File: src/rtl/multi_driver_core.sv
// Multi-channel H-bridge sequencer: shared pattern memory stepped at a programmable rate,
// one-shot/loop playback, per-channel inversion and break-before-make dead time.

module multi_driver_chan #(
  parameter int DEAD_TIME = 2
) (
  input  logic       clock,
  input  logic       reset,
  input  logic       req_en_i,
  input  logic       req_pol_i,
  output logic [1:0] drv_o
);
  localparam int CW = $clog2(DEAD_TIME + 1);

  logic [CW-1:0] cnt_q, cnt_d;
  logic          pol_q, pol_d, seen_q, seen_d;
  logic [1:0]    drv_q, drv_d;

  // The drive register only ever takes 00, 10 or 01, so p and n can never overlap.
  always_comb begin
    cnt_d  = (cnt_q != '0) ? cnt_q - 1'b1 : cnt_q;
    pol_d  = pol_q;
    seen_d = seen_q;
    drv_d  = 2'b00;
    if (req_en_i) begin
      seen_d = 1'b1;
      pol_d  = req_pol_i;
      if (seen_q && (req_pol_i != pol_q)) cnt_d = CW'(DEAD_TIME - 1);
      else if (cnt_q == '0)               drv_d = {req_pol_i, ~req_pol_i};
    end
  end

  always_ff @(posedge clock) begin
    if (reset) begin
      cnt_q  <= '0;
      pol_q  <= 1'b0;
      seen_q <= 1'b0;
      drv_q  <= 2'b00;
    end else begin
      cnt_q  <= cnt_d;
      pol_q  <= pol_d;
      seen_q <= seen_d;
      drv_q  <= drv_d;
    end
  end

  assign drv_o = drv_q;
endmodule

module multi_driver_core #(
  parameter int CHANNELS           = 4,
  parameter int MEM_LENGTH         = 48,
  parameter int MEM_ADDRESS_LENGTH = 6,
  parameter int PERIOD_WIDTH       = 16,
  parameter int DEAD_TIME          = 2
) (
  input  logic                          clock,
  input  logic                          reset,
  input  logic                          cfg_write,
  input  logic [MEM_ADDRESS_LENGTH-1:0] cfg_address,
  input  logic [CHANNELS-1:0]           cfg_enable_in,
  input  logic [CHANNELS-1:0]           cfg_state_in,
  input  logic [PERIOD_WIDTH-1:0]       step_period,
  input  logic [MEM_ADDRESS_LENGTH-1:0] last_step,
  input  logic                          loop_mode,
  input  logic                          start,
  input  logic                          stop,
  input  logic                          output_active,
  input  logic [CHANNELS-1:0]           invert_mask,
  output logic [2*CHANNELS-1:0]         driver_io,
  output logic                          busy,
  output logic [MEM_ADDRESS_LENGTH-1:0] step_index,
  output logic                          done
);
  localparam logic [MEM_ADDRESS_LENGTH-1:0] LAST_ADDR = MEM_ADDRESS_LENGTH'(MEM_LENGTH - 1);

  typedef enum logic {IDLE, RUN} state_t;

  state_t                          state_q, state_d;
  logic [MEM_ADDRESS_LENGTH-1:0]   step_q, step_d, last_eff;
  logic [PERIOD_WIDTH-1:0]         pre_q, pre_d;
  logic                            start_q, done_d, rd_vld_q, run_next;
  logic [2*CHANNELS-1:0]           mem_q [MEM_LENGTH];
  logic [2*CHANNELS-1:0]           rd_q;
  logic [CHANNELS-1:0]             req_en, req_pol;

  assign last_eff = (last_step > LAST_ADDR) ? LAST_ADDR : last_step;

  // Terminal uses >= so a period or last_step shrunk mid-run still ends the step cleanly.
  always_comb begin
    state_d = state_q;
    step_d  = step_q;
    pre_d   = pre_q;
    done_d  = 1'b0;
    case (state_q)
      IDLE: if (start && !start_q && !stop) begin
        state_d = RUN;
        step_d  = '0;
        pre_d   = '0;
      end
      RUN: begin
        if (stop) state_d = IDLE;
        else if (pre_q >= step_period) begin
          pre_d = '0;
          if (step_q < last_eff) step_d = step_q + 1'b1;
          else begin
            done_d = 1'b1;
            if (loop_mode) step_d  = '0;
            else           state_d = IDLE;
          end
        end else pre_d = pre_q + 1'b1;
      end
      default: state_d = IDLE;
    endcase
  end

  always_ff @(posedge clock) begin
    if (reset) begin
      state_q  <= IDLE;
      step_q   <= '0;
      pre_q    <= '0;
      start_q  <= 1'b0;
      rd_vld_q <= 1'b0;
    end else begin
      state_q  <= state_d;
      step_q   <= step_d;
      pre_q    <= pre_d;
      start_q  <= start;
      rd_vld_q <= (state_q == RUN);
    end
  end

  // Nonblocking write/read gives old data on a same-address collision.
  always_ff @(posedge clock) begin
    if (cfg_write && (cfg_address <= LAST_ADDR)) mem_q[cfg_address] <= {cfg_enable_in, cfg_state_in};
    rd_q <= mem_q[step_q];
  end

  // Gate with next state so stop and one-shot end blank the bridges with busy.
  assign run_next = (state_d == RUN);

  for (genvar c = 0; c < CHANNELS; c++) begin : g_chan
    assign req_en[c]  = rd_q[CHANNELS+c] & rd_vld_q & output_active & run_next;
    assign req_pol[c] = rd_q[c] ^ invert_mask[c];
    multi_driver_chan #(.DEAD_TIME(DEAD_TIME)) u_chan (
      .clock     (clock),
      .reset     (reset),
      .req_en_i  (req_en[c]),
      .req_pol_i (req_pol[c]),
      .drv_o     (driver_io[2*c+1:2*c])
    );
  end

  assign busy       = (state_q == RUN);
  assign step_index = step_q;
  assign done       = done_d;
endmodule

File: config.mk
export PLATFORM = sky130hd
export DESIGN_NAME = multi_driver_core
export DESIGN_NICKNAME = d
export VERILOG_FILES = /design/src/rtl/multi_driver_core.sv
export SDC_FILE = /design/constraint.sdc
export NUM_CORES = 1
export LEC_CHECK = 0
export ABC_AREA = 1
export CAP_MARGIN = 25
export CELL_PAD_IN_SITES_DETAIL_PLACEMENT = 1
export CELL_PAD_IN_SITES_GLOBAL_PLACEMENT = 1
export CORE_MARGIN = 8
export CORE_UTILIZATION = 45
export DETAILED_ROUTE_END_ITERATION = 8
export PLACE_DENSITY_LB_ADDON = 0.05
export SYNTH_ARGS = -nofsm -noshare
export SYNTH_HDL_FRONTEND = slang
export SYNTH_SLANG_ARGS = --single-unit
File: constraint.sdc
create_clock -name clock -period 2 [get_ports clock]
set_input_delay 0.4 -clock clock [delete_from_list [all_inputs] [get_ports clock]]
set_output_delay 0.4 -clock clock [all_outputs]
set_load 0.1 [all_outputs]
==> impl_results.md <==
- RSZ-0062 raised after global routing: true
- Residual DRC count: 0
- WL/cell: between 20 and 25 um
- Rel. slew slack: 0.401
- Required time worst endpoint: approximately 1600 ps
- Post-layout util: 0.566
- WS Path Type: primary input to output port
- CP arrival: 2080 ps
- Avg Cell Area, Syn: 11.0 um^2
- Finished Cell Area: approximately 23000 um^2
- Hpwl dp: approximately 34000 um
- Commonest non-fill, non-tap cells in the layout: edfxtp_1, nand2_1, nor2_1
- Area grow syn2layout: 24.5%
- Post-synth EDFFs: 384
- Post-Syn Instances: 1677
- Status: complete, but fails checks
- Clock tree buffer depth: 3
- Worst hold endpoint: mem_q[11][4]$_DFFE_PP_
- VDD IR-drop max: 0.803 mV
- Seq/Total Area, Yosys: 0.685
- Top cell type's share of synthesized area: 0.623
- Clock period minus worst slack: 2480 ps
- Initial antenna violation count: 1
- Vias in the first global route: 14100
- Final WL: roughly 55000 um
- PortBufs: 62
- Hold Vio Cnt, Final: 0
- Boundary pin count: 63
- CTS Buf Count: between 40 and 50
- Reg clk slew, reported paths: 60 ps
- N_diodes: 0
- Post-synthesis cell type count: approximately 40
- Synthesized Nets: roughly 1700
- Hold path startpoint: cfg_enable_in[0]
- Max frequency: between 400 and 500 MHz
- # nets final: 1951
- Overall routing resource usage: 0.223
- Yosys reg bits: 441
- RR Endpoint: step_index[0]$_SDFFE_PP0P_
- Failing checks: setup timing
- Power consumption: 20100 uW
- Clock sink count: 441
- CP startpoint kind: primary input
- Final setup fails: 34
- Final Cycle Share: 1.24
- Ranking of synthesized cells by area: edfxtp_1, nand2_1, dfxtp_1, nor2_1, o21ai_0
- TritonCTS clock tree: yes
- Worst Tran Pin Value: 897 ps
- Area of the core: 40700 um^2
- Via count: ~13000
- Placed cell count: 2342
- Commonest non-fill, non-tap cell in the layout: edfxtp_1
- Initial Util: 0.454
- Setup WS post-layout: -481 ps
- Power per cell area: roughly 870 nW/um^2
- Worst hold path class: primary input to flip-flop
- H-tree depth: 2
- Clk_skew: 17.1 ps
- Static Leak: 0.00845 uW
- Row cnt: 74
- First-pass GRT wire length: between 80000 and 90000 um
- Root buf cell: clkbuf_16
- Reg2reg setup slack: -390 ps
- Worst r2r path cells: 17
- Share of cells above drive strength 1: 0.200
- Hold-fix buffers, CTS: 0
- Top cell type by total area after synthesis: edfxtp_1
- ANT nets after route: 0
- Routability cong.: between 0.7 and 0.8
- Worst hold slack: 328 ps
- Max-slew violations: 0
- Vias/cell: 5.50
- Total gr overflow: 0
- Worst Hold Depth: 2
- Dpl cell area: ~21000 um^2
- Syn. warnings: 0
- Reg-to-reg startpoint: pre_q[13]$_SDFFE_PP0P_
- Die W: between 200 and 250 um
- DRT iter0 DRCs: 940
- Clk_lat worst skew: about 580 ps
- Die area: between 40000 and 50000 um^2
- Element type at the critical path end: output port
- Pre-antenna DRT Iters: 5
- Asr flop ratio synth: 0
- Largest net degree at the start of global routing: 63
- Primary FF master, synth: edfxtp_1
- Critical-path maximum fanout: 2
- Mapped cell area: between 15000 and 20000 um^2
- MaxCap Viol Count: 0
- Die Y: 219 um
- Post-Layout Cell Count: 2448
==> Yosys cell counts (3+ instances only) <==
cell type	number
edfxtp_1	384
nand2_1	333
nor2_1	237
o21ai_0	139
a21oi_1	100
inv_1	81
dfxtp_1	57
nand3_1	56
o22ai_1	55
nor3_1	43
buf_2	37
clkbuf_1	34
ha_1	23
nand4_1	14
o21ai_1	7
nand2_2	6
buf_4	5
buf_6	5
nand3b_1	5
o2111ai_1	5
xnor2_1	5
xor2_1	5
nand3_4	4
nor4_1	4
o211ai_1	4
o221ai_1	4
or2_2	4
inv_2	3
==> worst max-delay path: stages <==
cell and delay (ps):
clkdlybuf4s50_1 460, inv_1 60, ha_4 270, nand4_1 110
nor3_2 160, buf_4 150, nand2_4 50, nand2_2 70
and3_4 180, buf_12 170
==> flip-flops by register name, indices dropped and copies added (netlist names) <==
| signal | count |
|---|---|
| mem_q | 384 |
| pre_q | 16 |
| g_chan.u_chan.cnt_q | 8 |
| g_chan.u_chan.drv_o | 8 |
| rd_q | 8 |
| step_index | 6 |
| g_chan.u_chan.pol_q | 4 |
| g_chan.u_chan.seen_q | 4 |
| busy | 1 |
| rd_vld_q | 1 |
| start_q | 1 |
==> per-layer routing <==
layer | routed length [um] | track usage
met4 | 1510 | 0.0705
met5 | 0 | 0
met2 | 26700 | 0.380
met1 | 23800 | 0.292
met3 | 2880 | 0.0326
==> per-stage QoR <==
stage	setup TNS [ps]	worst slack, ps
2_1_floorplan	-2680	-110
3_5_place_dp	-68880	-642
5_1_grt	-8810	-552
3_3_place_gp	-57960	-560
4_1_cts	-2850	-520
6_report	-3410	-481
==> where the power goes <==
group	switching, uW	internal, uW
Sequential	31.8	10100
Combinational	962	520
Clock	3580	4920
Total	4570	15500
==> cell families after synthesis <==
group | after synthesis | share of synthesized area
compound gates | 319 | 0.0932
xor+xnor | 10 | 0.00473
fa+ha+maj | 23 | 0.0155
buf+inv | 168 | 0.0396
flops | 441 | 0.685
simple gates | 716 | 0.162
==> worst max-delay path by stage <==
stage	slack (ps)	cells after the start	from	end
detailed placement	-640	11	step_period[9]	pre_q[14]$_SDFFE_PP0P_
floorplan	-110	3	cfg_write	mem_q[17][0]$_DFFE_PP_
CTS	-520	8	pre_q[11]$_SDFFE_PP0P_	done
finish	-480	10	step_period[9]	done
global route	-550	8	pre_q[11]$_SDFFE_PP0P_	done
global placement	-560	10	step_period[11]	done
==> area by class of cell <==
cell class	instances	area (um^2)
clock buffer	49	1180
clock inverter	34	294
fill	4248	17700
inverter	85	330
multi-input combinational	1071	5490
sequential	441	12700
tap	532	666
timing repair buffer	235	2380
timing repair inverter	1	7.51
==> repair_timing <==
action	4_1_cts	5_1_grt
endpoints found under the hold margin	0	0
pin swaps	13	22
setup buffers	6	10
gates resized for setup	27	81
cloned	3	5
endpoints found under the setup margin	6	54
No activity file was read; power rests on OpenSTA's default activity.
